File: src/rtl/rgb_led_array_pwm_if.sv
// Control and LED-output bundle for the RGB LED array PWM driver.
// The master side drives the pattern controls; the slave side is the driver.
interface rgb_led_array_pwm_if #(
  parameter int P_LED_NUM = 4,
  parameter int P_DUTY_W  = 8,
  parameter int P_SPD_W   = 10
);
  logic [1:0]           I_MODE;
  logic [P_SPD_W-1:0]   I_SPEED;
  logic [P_DUTY_W-1:0]  I_BRIGHTNESS;
  logic                 I_INVERTED;
  logic [P_DUTY_W-1:0]  I_FIX_R;
  logic [P_DUTY_W-1:0]  I_FIX_G;
  logic [P_DUTY_W-1:0]  I_FIX_B;
  logic [P_LED_NUM-1:0] O_LED_R;
  logic [P_LED_NUM-1:0] O_LED_G;
  logic [P_LED_NUM-1:0] O_LED_B;
  logic                 O_FRAME;
  logic [3:0]           O_STATUS;

  modport master (
    output I_MODE, I_SPEED, I_BRIGHTNESS, I_INVERTED, I_FIX_R, I_FIX_G, I_FIX_B,
    input  O_LED_R, O_LED_G, O_LED_B, O_FRAME, O_STATUS
  );

  modport slave (
    input  I_MODE, I_SPEED, I_BRIGHTNESS, I_INVERTED, I_FIX_R, I_FIX_G, I_FIX_B,
    output O_LED_R, O_LED_G, O_LED_B, O_FRAME, O_STATUS
  );
endinterface

File: src/rtl/rgb_led_array_pwm.sv
// Multi-LED RGB PWM driver: clock-enable divider, pattern sequencer
// (rainbow / fixed / breathing / blink), brightness scaler and PWM
// generators whose duty only changes on a period boundary.
module rgb_led_array_pwm #(
  parameter int P_LED_NUM = 4,
  parameter int P_DUTY_W  = 8,
  parameter int P_CE_DIV  = 10000,
  parameter int P_CE_W    = 14,
  parameter int P_SPD_W   = 10,
  parameter int P_PHASE   = 192
) (
  input  logic               I_CLK_100MHZ,
  input  logic               I_RST,
  rgb_led_array_pwm_if.slave bus
);

  localparam int HUE_W = P_DUTY_W + 2;
  localparam int HUE_N = 3 * (1 << P_DUTY_W);
  localparam logic [P_DUTY_W-1:0] MAX       = P_DUTY_W'((1 << P_DUTY_W) - 1);
  localparam logic [P_DUTY_W-1:0] MAX_M1    = P_DUTY_W'((1 << P_DUTY_W) - 2);
  localparam logic [HUE_W-1:0]    HUE_TOP   = HUE_W'(HUE_N - 1);
  localparam logic [P_CE_W-1:0]   CE_LAST   = P_CE_W'(P_CE_DIV - 1);

  typedef logic [P_LED_NUM-1:0][P_DUTY_W-1:0] duty_arr_t;

  logic [P_CE_W-1:0]   ce_cnt_r;
  logic                ce_s;
  logic [P_DUTY_W-1:0] pwm_cnt_r;
  logic                frame_s;
  logic [P_SPD_W-1:0]  step_cnt_r;
  logic [P_SPD_W:0]    step_nxt_s;
  logic                step_s;
  logic [HUE_W-1:0]    hue_r;
  logic [P_DUTY_W-1:0] level_r;
  logic                dir_down_r;
  logic                blink_r;
  logic [1:0]          mode_r;
  logic                mode_enter_s;
  duty_arr_t           col_r_s, col_g_s, col_b_s;
  duty_arr_t           nxt_r_r, nxt_g_r, nxt_b_r;
  duty_arr_t           act_r_r, act_g_r, act_b_r;
  logic [P_LED_NUM-1:0] led_r_r, led_g_r, led_b_r;
  logic                frame_r;

  // (c * (k + 1)) >> P_DUTY_W, used for both breathing and brightness
  function automatic logic [P_DUTY_W-1:0] scale(input logic [P_DUTY_W-1:0] c,
                                                input logic [P_DUTY_W-1:0] k);
    logic [2*P_DUTY_W-1:0] prod;
    prod = {{P_DUTY_W{1'b0}}, c} *
           {{(P_DUTY_W-1){1'b0}}, ({1'b0, k} + {{P_DUTY_W{1'b0}}, 1'b1})};
    return P_DUTY_W'(prod >> P_DUTY_W);
  endfunction

  // Hue of LED idx: base hue plus a fixed per-LED offset, wrapped once
  function automatic logic [HUE_W-1:0] led_hue(input logic [HUE_W-1:0] hue, input int idx);
    int sum;
    sum = int'(hue) + ((idx * P_PHASE) % HUE_N);
    return HUE_W'((sum >= HUE_N) ? (sum - HUE_N) : sum);
  endfunction

  // Three-segment colour wheel, returned as {R, G, B}
  function automatic logic [3*P_DUTY_W-1:0] rainbow(input logic [HUE_W-1:0] h);
    logic [P_DUTY_W-1:0] f;
    logic [1:0]          seg;
    f   = h[P_DUTY_W-1:0];
    seg = h[HUE_W-1:P_DUTY_W];
    case (seg)
      2'd0:    return {MAX - f, f, {P_DUTY_W{1'b0}}};
      2'd1:    return {{P_DUTY_W{1'b0}}, MAX - f, f};
      2'd2:    return {f, {P_DUTY_W{1'b0}}, MAX - f};
      default: return {(3*P_DUTY_W){1'b0}};
    endcase
  endfunction

  assign ce_s         = (ce_cnt_r == CE_LAST);
  assign frame_s      = ce_s && (pwm_cnt_r == MAX_M1);
  assign step_nxt_s   = {1'b0, step_cnt_r} + {{P_SPD_W{1'b0}}, 1'b1};
  assign step_s       = ce_s && (bus.I_SPEED != {P_SPD_W{1'b0}}) &&
                        (step_nxt_s >= {1'b0, bus.I_SPEED});
  assign mode_enter_s = frame_s && (bus.I_MODE != mode_r) && bus.I_MODE[1];

  // Clock-enable divider counting 0..P_CE_DIV-1
  always_ff @(posedge I_CLK_100MHZ or posedge I_RST) begin
    if (I_RST)     ce_cnt_r <= {P_CE_W{1'b0}};
    else if (ce_s) ce_cnt_r <= {P_CE_W{1'b0}};
    else           ce_cnt_r <= ce_cnt_r + {{(P_CE_W-1){1'b0}}, 1'b1};
  end

  // PWM period counter, MAX ticks per period
  always_ff @(posedge I_CLK_100MHZ or posedge I_RST) begin
    if (I_RST)        pwm_cnt_r <= {P_DUTY_W{1'b0}};
    else if (frame_s) pwm_cnt_r <= {P_DUTY_W{1'b0}};
    else if (ce_s)    pwm_cnt_r <= pwm_cnt_r + {{(P_DUTY_W-1){1'b0}}, 1'b1};
    else              pwm_cnt_r <= pwm_cnt_r;
  end

  // Step pacing: a step every I_SPEED ticks, frozen when I_SPEED is zero
  always_ff @(posedge I_CLK_100MHZ or posedge I_RST) begin
    if (I_RST)        step_cnt_r <= {P_SPD_W{1'b0}};
    else if (step_s)  step_cnt_r <= {P_SPD_W{1'b0}};
    else if (ce_s && (bus.I_SPEED != {P_SPD_W{1'b0}}))
                      step_cnt_r <= step_nxt_s[P_SPD_W-1:0];
    else              step_cnt_r <= step_cnt_r;
  end

  // Hue walks around the wheel in either direction; never touched by mode changes
  always_ff @(posedge I_CLK_100MHZ or posedge I_RST) begin
    if (I_RST) begin
      hue_r <= {HUE_W{1'b0}};
    end else if (step_s) begin
      if (bus.I_INVERTED) hue_r <= (hue_r == {HUE_W{1'b0}}) ? HUE_TOP : hue_r - {{(HUE_W-1){1'b0}}, 1'b1};
      else                hue_r <= (hue_r == HUE_TOP) ? {HUE_W{1'b0}} : hue_r + {{(HUE_W-1){1'b0}}, 1'b1};
    end else begin
      hue_r <= hue_r;
    end
  end

  // Breathing triangle and blink flag; restarted when entering mode 2 or 3
  always_ff @(posedge I_CLK_100MHZ or posedge I_RST) begin
    if (I_RST) begin
      level_r    <= {P_DUTY_W{1'b0}};
      dir_down_r <= 1'b0;
      blink_r    <= 1'b0;
    end else if (mode_enter_s) begin
      level_r    <= {P_DUTY_W{1'b0}};
      dir_down_r <= 1'b0;
      blink_r    <= 1'b0;
    end else if (step_s) begin
      blink_r <= ~blink_r;
      if (!dir_down_r) begin
        if (level_r == MAX) begin
          dir_down_r <= 1'b1;
          level_r    <= MAX_M1;
        end else begin
          level_r    <= level_r + {{(P_DUTY_W-1){1'b0}}, 1'b1};
        end
      end else begin
        if (level_r == {P_DUTY_W{1'b0}}) begin
          dir_down_r <= 1'b0;
          level_r    <= {{(P_DUTY_W-1){1'b0}}, 1'b1};
        end else begin
          level_r    <= level_r - {{(P_DUTY_W-1){1'b0}}, 1'b1};
        end
      end
    end else begin
      level_r    <= level_r;
      dir_down_r <= dir_down_r;
      blink_r    <= blink_r;
    end
  end

  // Mode is only taken on a period boundary so a period never mixes patterns
  always_ff @(posedge I_CLK_100MHZ or posedge I_RST) begin
    if (I_RST)        mode_r <= 2'd0;
    else if (frame_s) mode_r <= bus.I_MODE;
    else              mode_r <= mode_r;
  end

  // Unscaled colour of each LED for the active pattern
  always_comb begin
    col_r_s = '0;
    col_g_s = '0;
    col_b_s = '0;
    for (int i = 0; i < P_LED_NUM; i++) begin
      case (mode_r)
        2'd0: {col_r_s[i], col_g_s[i], col_b_s[i]} = rainbow(led_hue(hue_r, i));
        2'd1: begin
          col_r_s[i] = bus.I_FIX_R;
          col_g_s[i] = bus.I_FIX_G;
          col_b_s[i] = bus.I_FIX_B;
        end
        2'd2: begin
          col_r_s[i] = scale(bus.I_FIX_R, level_r);
          col_g_s[i] = scale(bus.I_FIX_G, level_r);
          col_b_s[i] = scale(bus.I_FIX_B, level_r);
        end
        2'd3: begin
          if (blink_r) begin
            col_r_s[i] = bus.I_FIX_R;
            col_g_s[i] = bus.I_FIX_G;
            col_b_s[i] = bus.I_FIX_B;
          end else begin
            col_r_s[i] = {P_DUTY_W{1'b0}};
            col_g_s[i] = {P_DUTY_W{1'b0}};
            col_b_s[i] = {P_DUTY_W{1'b0}};
          end
        end
        default: begin
          col_r_s[i] = {P_DUTY_W{1'b0}};
          col_g_s[i] = {P_DUTY_W{1'b0}};
          col_b_s[i] = {P_DUTY_W{1'b0}};
        end
      endcase
    end
  end

  // Next-duty stage: brightness-scaled colour, refreshed every clock
  always_ff @(posedge I_CLK_100MHZ or posedge I_RST) begin
    if (I_RST) begin
      nxt_r_r <= '0;
      nxt_g_r <= '0;
      nxt_b_r <= '0;
    end else begin
      for (int i = 0; i < P_LED_NUM; i++) begin
        nxt_r_r[i] <= scale(col_r_s[i], bus.I_BRIGHTNESS);
        nxt_g_r[i] <= scale(col_g_s[i], bus.I_BRIGHTNESS);
        nxt_b_r[i] <= scale(col_b_s[i], bus.I_BRIGHTNESS);
      end
    end
  end

  // Active duty is swapped in only at the period boundary (glitch-free PWM)
  always_ff @(posedge I_CLK_100MHZ or posedge I_RST) begin
    if (I_RST) begin
      act_r_r <= '0;
      act_g_r <= '0;
      act_b_r <= '0;
    end else if (frame_s) begin
      act_r_r <= nxt_r_r;
      act_g_r <= nxt_g_r;
      act_b_r <= nxt_b_r;
    end else begin
      act_r_r <= act_r_r;
      act_g_r <= act_g_r;
      act_b_r <= act_b_r;
    end
  end

  // Registered PWM comparators and frame pulse
  always_ff @(posedge I_CLK_100MHZ or posedge I_RST) begin
    if (I_RST) begin
      led_r_r <= {P_LED_NUM{1'b0}};
      led_g_r <= {P_LED_NUM{1'b0}};
      led_b_r <= {P_LED_NUM{1'b0}};
      frame_r <= 1'b0;
    end else begin
      for (int i = 0; i < P_LED_NUM; i++) begin
        led_r_r[i] <= (pwm_cnt_r < act_r_r[i]);
        led_g_r[i] <= (pwm_cnt_r < act_g_r[i]);
        led_b_r[i] <= (pwm_cnt_r < act_b_r[i]);
      end
      frame_r <= frame_s;
    end
  end

  assign bus.O_LED_R  = led_r_r;
  assign bus.O_LED_G  = led_g_r;
  assign bus.O_LED_B  = led_b_r;
  assign bus.O_FRAME  = frame_r;
  assign bus.O_STATUS = {mode_r, bus.I_INVERTED, I_RST};

endmodule

File: src/flat_wrapper.sv
// flat-port wrapper written by rule: the top's interface ports become plain ports
module rgb_led_array_pwm_flat 
#(
  parameter int P_LED_NUM = 4,
  parameter int P_DUTY_W  = 8,
  parameter int P_CE_DIV  = 10000,
  parameter int P_CE_W    = 14,
  parameter int P_SPD_W   = 10,
  parameter int P_PHASE   = 192
)
  (I_CLK_100MHZ, I_RST, bus_I_MODE, bus_I_SPEED, bus_I_BRIGHTNESS, bus_I_INVERTED, bus_I_FIX_R, bus_I_FIX_G, bus_I_FIX_B, bus_O_LED_R, bus_O_LED_G, bus_O_LED_B, bus_O_FRAME, bus_O_STATUS);
  rgb_led_array_pwm_if #(.P_LED_NUM(P_LED_NUM), .P_DUTY_W(P_DUTY_W), .P_SPD_W(P_SPD_W)) bus_i ();
  input  logic I_CLK_100MHZ;
  input  logic I_RST;
  input wire logic [$bits(bus_i.I_MODE)-1:0] bus_I_MODE;
  input wire logic [$bits(bus_i.I_SPEED)-1:0] bus_I_SPEED;
  input wire logic [$bits(bus_i.I_BRIGHTNESS)-1:0] bus_I_BRIGHTNESS;
  input wire logic [$bits(bus_i.I_INVERTED)-1:0] bus_I_INVERTED;
  input wire logic [$bits(bus_i.I_FIX_R)-1:0] bus_I_FIX_R;
  input wire logic [$bits(bus_i.I_FIX_G)-1:0] bus_I_FIX_G;
  input wire logic [$bits(bus_i.I_FIX_B)-1:0] bus_I_FIX_B;
  output wire logic [$bits(bus_i.O_LED_R)-1:0] bus_O_LED_R;
  output wire logic [$bits(bus_i.O_LED_G)-1:0] bus_O_LED_G;
  output wire logic [$bits(bus_i.O_LED_B)-1:0] bus_O_LED_B;
  output wire logic [$bits(bus_i.O_FRAME)-1:0] bus_O_FRAME;
  output wire logic [$bits(bus_i.O_STATUS)-1:0] bus_O_STATUS;
  assign bus_i.I_MODE = bus_I_MODE;
  assign bus_i.I_SPEED = bus_I_SPEED;
  assign bus_i.I_BRIGHTNESS = bus_I_BRIGHTNESS;
  assign bus_i.I_INVERTED = bus_I_INVERTED;
  assign bus_i.I_FIX_R = bus_I_FIX_R;
  assign bus_i.I_FIX_G = bus_I_FIX_G;
  assign bus_i.I_FIX_B = bus_I_FIX_B;
  assign bus_O_LED_R = bus_i.O_LED_R;
  assign bus_O_LED_G = bus_i.O_LED_G;
  assign bus_O_LED_B = bus_i.O_LED_B;
  assign bus_O_FRAME = bus_i.O_FRAME;
  assign bus_O_STATUS = bus_i.O_STATUS;
  rgb_led_array_pwm #(.P_LED_NUM(P_LED_NUM), .P_DUTY_W(P_DUTY_W), .P_CE_DIV(P_CE_DIV), .P_CE_W(P_CE_W), .P_SPD_W(P_SPD_W), .P_PHASE(P_PHASE)) u_core (.I_CLK_100MHZ(I_CLK_100MHZ), .I_RST(I_RST), .bus(bus_i));
endmodule
File: config.mk
export PLATFORM = sky130hd
export DESIGN_NAME = rgb_led_array_pwm_flat
export DESIGN_NICKNAME = d
export VERILOG_FILES = /design/src/rtl/rgb_led_array_pwm_if.sv /design/src/rtl/rgb_led_array_pwm.sv /design/src/flat_wrapper.sv
export SDC_FILE = /design/constraint.sdc
export NUM_CORES = 2
export LEC_CHECK = 0
export ABC_CLOCK_PERIOD_IN_PS = 13200
export CORE_UTILIZATION = 45
export CTS_CLUSTER_SIZE = 40
export DETAILED_ROUTE_END_ITERATION = 8
export SLEW_MARGIN = 25
export SYNTH_ARGS = -nofsm -noshare
export SYNTH_HDL_FRONTEND = slang
export SYNTH_SLANG_ARGS = --single-unit
File: constraint.sdc
create_clock -name I_CLK_100MHZ -period 13.2 [get_ports I_CLK_100MHZ]
set_input_delay 2.64 -clock I_CLK_100MHZ [delete_from_list [all_inputs] [get_ports I_CLK_100MHZ]]
set_output_delay 2.64 -clock I_CLK_100MHZ [all_outputs]
set_load 0.05 [all_outputs]
== After elaboration in Yosys (flattened, before gate mapping) ==
Cells that the tools add are included.

* Input port bits: 47
* Logic and storage cells: 164
* Flip-flop bits (word level): 259

* Equality and inequality tests: 16
* $mul: 15
* Magnitude comparators: 17
* $add $sub $neg: 20
* Mux-type cells: 43
* Reductions and logical operators: 16
* Bitwise operators: 1

{| class="wikitable"
|+ Operator list
! operator !! number
|-
| 8-bit case mux with 4 select lines || 12
|-
| 24-bit case mux with 3 select lines || 4
|-
| 8-bit by 9-bit multiplier with 16-bit output || 15
|-
| 8-bit < comparator || 12
|-
| 10-bit 2-to-1 mux || 9
|-
| 8-bit 2-to-1 mux || 10
|-
| 11-bit by 10-bit >= comparator with 1-bit output (second input constant) || 3
|-
| 8-bit subtractor (first input constant) || 4
|-
| 10-bit by 9-bit subtractor with 10-bit output (second input constant) || 3
|-
| 8-bit by 1-bit adder with 9-bit output (second input constant) || 2
|-
| 8-bit by 1-bit adder with 8-bit output (second input constant) || 2
|-
| 8-bit equality test (second input constant) || 2
|-
| 14-bit by 1-bit adder with 14-bit output (second input constant) || 1
|-
| 14-bit equality test (second input constant) || 1
|-
| 14-bit 2-to-1 mux || 1
|-
| 2-bit equality test (second input constant) || 6
|-
| 10-bit by 1-bit adder with 11-bit output (second input constant) || 1
|-
| 10-bit by 10-bit adder with 11-bit output (second input constant) || 1
|-
| 10-bit by 8-bit adder with 11-bit output (second input constant) || 1
|-
| 10-bit by 9-bit adder with 11-bit output (second input constant) || 1
|-
| 11-bit by 10-bit >= comparator with 1-bit output || 1
|-
| 10-bit by 1-bit adder with 10-bit output (second input constant) || 1
|-
| 10-bit equality test (second input constant) || 1
|-
| 2-bit by 1-bit equality test with 1-bit output (second input constant) || 5
|-
| other kinds (13) || 29
|}

== Depth between registers and ports, before layout ==
* Depth after elaboration: 7
* Gate-level depth with buffers: 42
* Gate-level depth less buffers: 40

== Worst setup path after synthesis ==
Ideal clock, no wire load.

* Kind: input to register
* From: input bus_I_FIX_G[2]
* To: register u_core.nxt_g_r[30] (netlist name)
* Library setup time: 0.128 ns
* Slack: 1.851 ns
* Required time: 13.072 ns
* Stages: 35
* Data arrival time: 11.221 ns
* Cell sequence: buf_1 -> nand2_1 -> fa_1 -> fa_1 -> inv_1 -> fa_1 -> inv_1 -> fa_1 -> inv_1 -> ha_1 -> and3_1 -> a221oi_1 -> a21oi_1 -> a211o_1 -> o311ai_0 -> o311ai_0 -> nand2_1 -> buf_2 -> nand2_1 -> or2_2 -> fa_1 -> fa_1 -> inv_1 -> fa_1 -> inv_1 -> fa_1 -> inv_1 -> ha_1 -> o211ai_1 -> o21ai_0 -> or3_1 -> o211a_1 -> nor3_1 -> o21bai_1 -> xor2_1

* Word-level cells in the longest chain between the ends: 3
* Elaborated cells between the ends (all ways): 4
* Those cells by class: 2 x mul; 2 x mux

{| class="wikitable"
|+ RTL lines
! what !! line !! RTL
|-
| start: declaration || flat_wrapper.sv:20 || <nowiki>input wire logic [$bits(bus_i.I_FIX_G)-1:0] bus_I_FIX_G;</nowiki>
|-
| 8-bit by 9-bit multiplier with 16-bit output or 8-bit 2-to-1 mux (tied branches) || rgb_led_array_pwm.sv:49, rgb_led_array_pwm.sv:178 ||
|-
| 8-bit case mux with 4 select lines (*) || rgb_led_array_pwm.sv:165 || <nowiki>case (mode_r)</nowiki>
|-
| 8-bit by 9-bit multiplier with 16-bit output (*) || rgb_led_array_pwm.sv:49 || <nowiki>prod = {{P_DUTY_W{1'b0}}, c} *</nowiki>
|-
| end signal: indexed assignment || rgb_led_array_pwm.sv:206 || <nowiki>nxt_g_r[i] <= scale(col_g_s[i], bus.I_BRIGHTNESS);</nowiki>
|-
| end: declaration || rgb_led_array_pwm.sv:40 || <nowiki>duty_arr_t nxt_r_r, nxt_g_r, nxt_b_r;</nowiki>
|}

Every way passes the cells marked *; elsewhere a longest branch is shown, timed or not.
A chain may end at the register's enable or synchronous reset.

== Worst setup path in the final report ==
* From: input bus_I_FIX_R[2]
* To: register u_core.nxt_r_r[31] (netlist name)

* Word-level cells in the longest chain between the ends: 3
* Elaborated cells between the ends (all ways): 4
* Those cells by class: 2 x mul; 2 x mux

{| class="wikitable"
|+ RTL lines
! what !! line !! RTL
|-
| start: declaration || flat_wrapper.sv:19 || <nowiki>input wire logic [$bits(bus_i.I_FIX_R)-1:0] bus_I_FIX_R;</nowiki>
|-
| 8-bit by 9-bit multiplier with 16-bit output or 8-bit 2-to-1 mux (tied branches) || rgb_led_array_pwm.sv:49, rgb_led_array_pwm.sv:178 ||
|-
| 8-bit case mux with 4 select lines (*) || rgb_led_array_pwm.sv:165 ||
|-
| 8-bit by 9-bit multiplier with 16-bit output (*) || rgb_led_array_pwm.sv:49 ||
|-
| end signal: indexed assignment || rgb_led_array_pwm.sv:205 || <nowiki>nxt_r_r[i] <= scale(col_r_s[i], bus.I_BRIGHTNESS);</nowiki>
|-
| end: declaration || rgb_led_array_pwm.sv:40 ||
|}

Marked as above.

==> impl_metrics.env <==
export IMPL_ys_types=99
export IMPL_synth_simple_area_share_pct=18.34
export IMPL_syn_inst=5339
export IMPL_ys_top_cells_by_area="fa_1, ha_1, dfrtp_1"
export IMPL_grt_use_met3_pct=3.925
export IMPL_area_growth_pct=7.580
export IMPL_final_core_util_pct=48.81
export IMPL_root_buffer="clkbuf_16"
export IMPL_start_util_pct=45.37
export IMPL_cts_buffers_inserted=36
export IMPL_place_congestion=0.9400
export IMPL_dpl_hpwl_um=97460
export IMPL_synthFlopType="dfrtp_1"
export IMPL_path_delay_family="adder cells"
export IMPL_crit_required_ps=13660
export IMPL_synth_compound_area_share_pct=10.26
export IMPL_startpoint_type="primary input"
export IMPL_io_buffer_count=63
export IMPL_syn_area_per_cell_um2=8.486
export IMPL_grt_busiest_layer="met2"
export IMPL_rsz0062_at_grt="false"
export IMPL_h_tree_depth=2
export IMPL_crit_buf_inv=9
export IMPL_yosysTopAreaCellShare_pct=26.51
export IMPL_die_w_um=319.3
export IMPL_post_drt_wl_per_cell_um=19.64
export IMPL_boundaryPins=64
export IMPL_maxSlewHeadroom_pct=28.64
export IMPL_syn_cell_area_um2=45310
export IMPL_die_area_um2=102000
export IMPL_synth_edf_count=0
export IMPL_ant_nets=0
export IMPL_route_final_wire_length_um=130200
export IMPL_fin_worst_skew_ps=25.51
export IMPL_period_needed_ps=12120
export IMPL_synth_fa_ha_area_share_pct=43.03
export IMPL_clock_path_buffers=3
export IMPL_synthTopCellsByCount="inv_1, nor2_1, fa_1"
export IMPL_use_met1_pct=34.87
export IMPL_post_cts_repair_setup_buffers=0
export IMPL_core_um2=99860
export IMPL_grt_pass1_wl_um=210500
export IMPL_tritoncts="built"
export IMPL_max_cap_violations=0
export IMPL_synthMuxAreaShare_pct=0.5523
export IMPL_drive_above_1_share_pct=4.727
export IMPL_vias=36348
export IMPL_final_hold_viol_count=0
export IMPL_die_y_um=319.3
export IMPL_seq_area_frac_synth_pct=14.31
export IMPL_synth_xor_area_share_pct=4.352
export IMPL_via_per_inst=5.482
export IMPL_antenna_found_initial=2
export IMPL_clk_pin_slew_worst_paths_ps=60
export IMPL_fin_tns_setup_ps=0
export IMPL_max_freq_mhz=82.54
export IMPL_insertion_delay_ps=600
export IMPL_crit_fanout=10
export IMPL_cpMostUsedCell="fa_1"
export IMPL_syn_nets=6584
export IMPL_cts_sinks=259
export IMPL_yosys_warnings=0
export IMPL_layout_nets=6550
export IMPL_yosysTopAreaCell="fa_1"
export IMPL_setup_violations=0
export IMPL_p_total_mw=4.988
export IMPL_max_vdd_ir_drop_mv=0.09115
export IMPL_cts_resized=0
export IMPL_drc=0
export IMPL_grt_pass1_vias=37371
export IMPL_multi_input_area_um2=34860
export IMPL_grtUsageTotal_pct=26.38
export IMPL_yosysMostFrequentCell="inv_1"
export IMPL_nFillCells=9634
export IMPL_use_met2_pct=44.01
export IMPL_ys_async_sr_fraction_pct=100.0
export IMPL_ctsHoldBuffers=0
export IMPL_critPathKind="in2reg"
export IMPL_rows=116
export IMPL_grt_start_max_net_pins=101
export IMPL_p_per_area_nw_per_um2=102.3
export IMPL_crit_slowest_cell="clkdlybuf4s50_1"
export IMPL_hold_path_class="reg2reg"
export IMPL_arrival_ps=12570
export IMPL_tightest_slew_ps=1059
export IMPL_leakage_nw=25.08
export IMPL_cp_end_kind="register"
export IMPL_post_route_period_util_pct=91.79
export IMPL_synth_top_family_by_area="adder cells"
export IMPL_critPathMaxStageDelay_ps=700
export IMPL_overflow=0
export IMPL_ys_ff_latch=259
export IMPL_run_status="complete, no violations"
export IMPL_slew_violations=0
export IMPL_register_area_um2=6485
export IMPL_drtPass1Iterations=7
export IMPL_drt_iter0_markers=2657
## worst reg2reg max path, delay by kind of cell, from the launching register on
kind,cells,cell delay (ps)
fa+ha+maj,11,5520
simple gates,7,1270
flops,1,780
compound gates,10,2680
xor+xnor,1,270
buf+inv,9,910
## final timing paths
path / startpoint / endpoint / slack, ps / cells past startpoint
setup / recovery: bus_I_FIX_R[2] / u_core.nxt_r_r[31]$_DFF_PP0_ / 1080 / 37
setup reg to reg: u_core.level_r[0]$_DFFE_PP0P_ / u_core.nxt_r_r[31]$_DFF_PP0_ / 1650 / 38
max in group asynchronous: I_RST / u_core.act_b_r[12]$_DFFE_PP0P_ / 8720 / 4
hold reg to reg: u_core.nxt_r_r[6]$_DFF_PP0_ / u_core.act_r_r[6]$_DFFE_PP0P_ / 450 / 2
hold / removal: u_core.nxt_r_r[6]$_DFF_PP0_ / u_core.act_r_r[6]$_DFFE_PP0P_ / 450 / 2
min in group asynchronous: I_RST / u_core.act_r_r[21]$_DFFE_PP0P_ / 2640 / 2
## power by group
part / leakage [nW] / switching [mW] / internal [mW]
Clock: 0.562 / 0.405 / 0.582
Sequential: 3.39 / 0.0406 / 0.967
Combinational: 21.1 / 1.72 / 1.27
Total: 25.1 / 2.17 / 2.82
## logic make-up after synthesis
kind of cell,count (synthesis)
AO/OA/AOI/OAI,739
multiplexers,23
buffers and inverters,1094
XOR/XNOR,222
adder cells (fa/ha/maj),1198
flip-flops,259
AND/OR/NAND/NOR,1804
## flip-flops by register name, indices dropped and copies added, names as in the netlist, 4 cells and up
signal              flops
u_core.act_b_r         32
u_core.act_g_r         32
u_core.act_r_r         32
u_core.nxt_b_r         32
u_core.nxt_g_r         32
u_core.nxt_r_r         32
u_core.ce_cnt_r        14
u_core.hue_r           10
u_core.step_cnt_r      10
u_core.level_r          8
u_core.pwm_cnt_r        8
u_core.bus.O_LED_B      4
u_core.bus.O_LED_G      4
u_core.bus.O_LED_R      4
## metal layers
metal / part of all wire (%) / wire (µm)
met5: 0.0054 / 7
met4: 3.8 / 4887
met3: 6.7 / 8715
met2: 47 / 60770
met1: 43 / 55840
## placed cells by master (no fill, tap or decap), drive strengths merged, types with 20 or more instances in the layout
| master | n |
|---|---|
| a21boi | 20 |
| a21o | 48 |
| a21oi | 164 |
| and2 | 134 |
| and3 | 56 |
| buf | 90 |
| clkbuf | 48 |
| clkdlybuf4s50 | 62 |
| dfrtp | 259 |
| fa | 600 |
| ha | 598 |
| inv | 870 |
| nand2 | 398 |
| nand2b | 108 |
| nand3 | 95 |
| nand4 | 29 |
| nor2 | 735 |
| nor2b | 38 |
| nor3 | 88 |
| o21a | 57 |
| o21ai | 286 |
| or2 | 32 |
| or3 | 53 |
| xnor2 | 146 |
| xor2 | 74 |
## through the flow
| stage | setup WS, ps | hold WS (ps) | cells | cell area (µm²) |
|---|---|---|---|---|
| 5_1_grt | 450.1 | 463.3 | 6629 | 48740 |
| 3_3_place_gp | 741.0 | 429.3 | 6565 | 47570 |
| 6_report | 1084 | 445.8 | 6631 | 48740 |
| 4_1_cts | 1202 | 449.6 | 6629 | 48730 |
| 2_1_floorplan | 1851 | 425.1 | 5339 | 45310 |
| 3_5_place_dp | 589.4 | 435.1 | 6565 | 47570 |
## layout make-up
cell class	count	share of cell area [%]
Antenna cell	2	0.01027
Tap cell	1298	3.332
Timing Repair Buffer	152	2.739
Clock buffer	48	2.002
Inverter	870	6.715
Clock inverter	16	0.3799
Multi-Input combinational cell	3986	71.52
Sequential cell	259	13.30
Power figures use the tool's default switching activity.
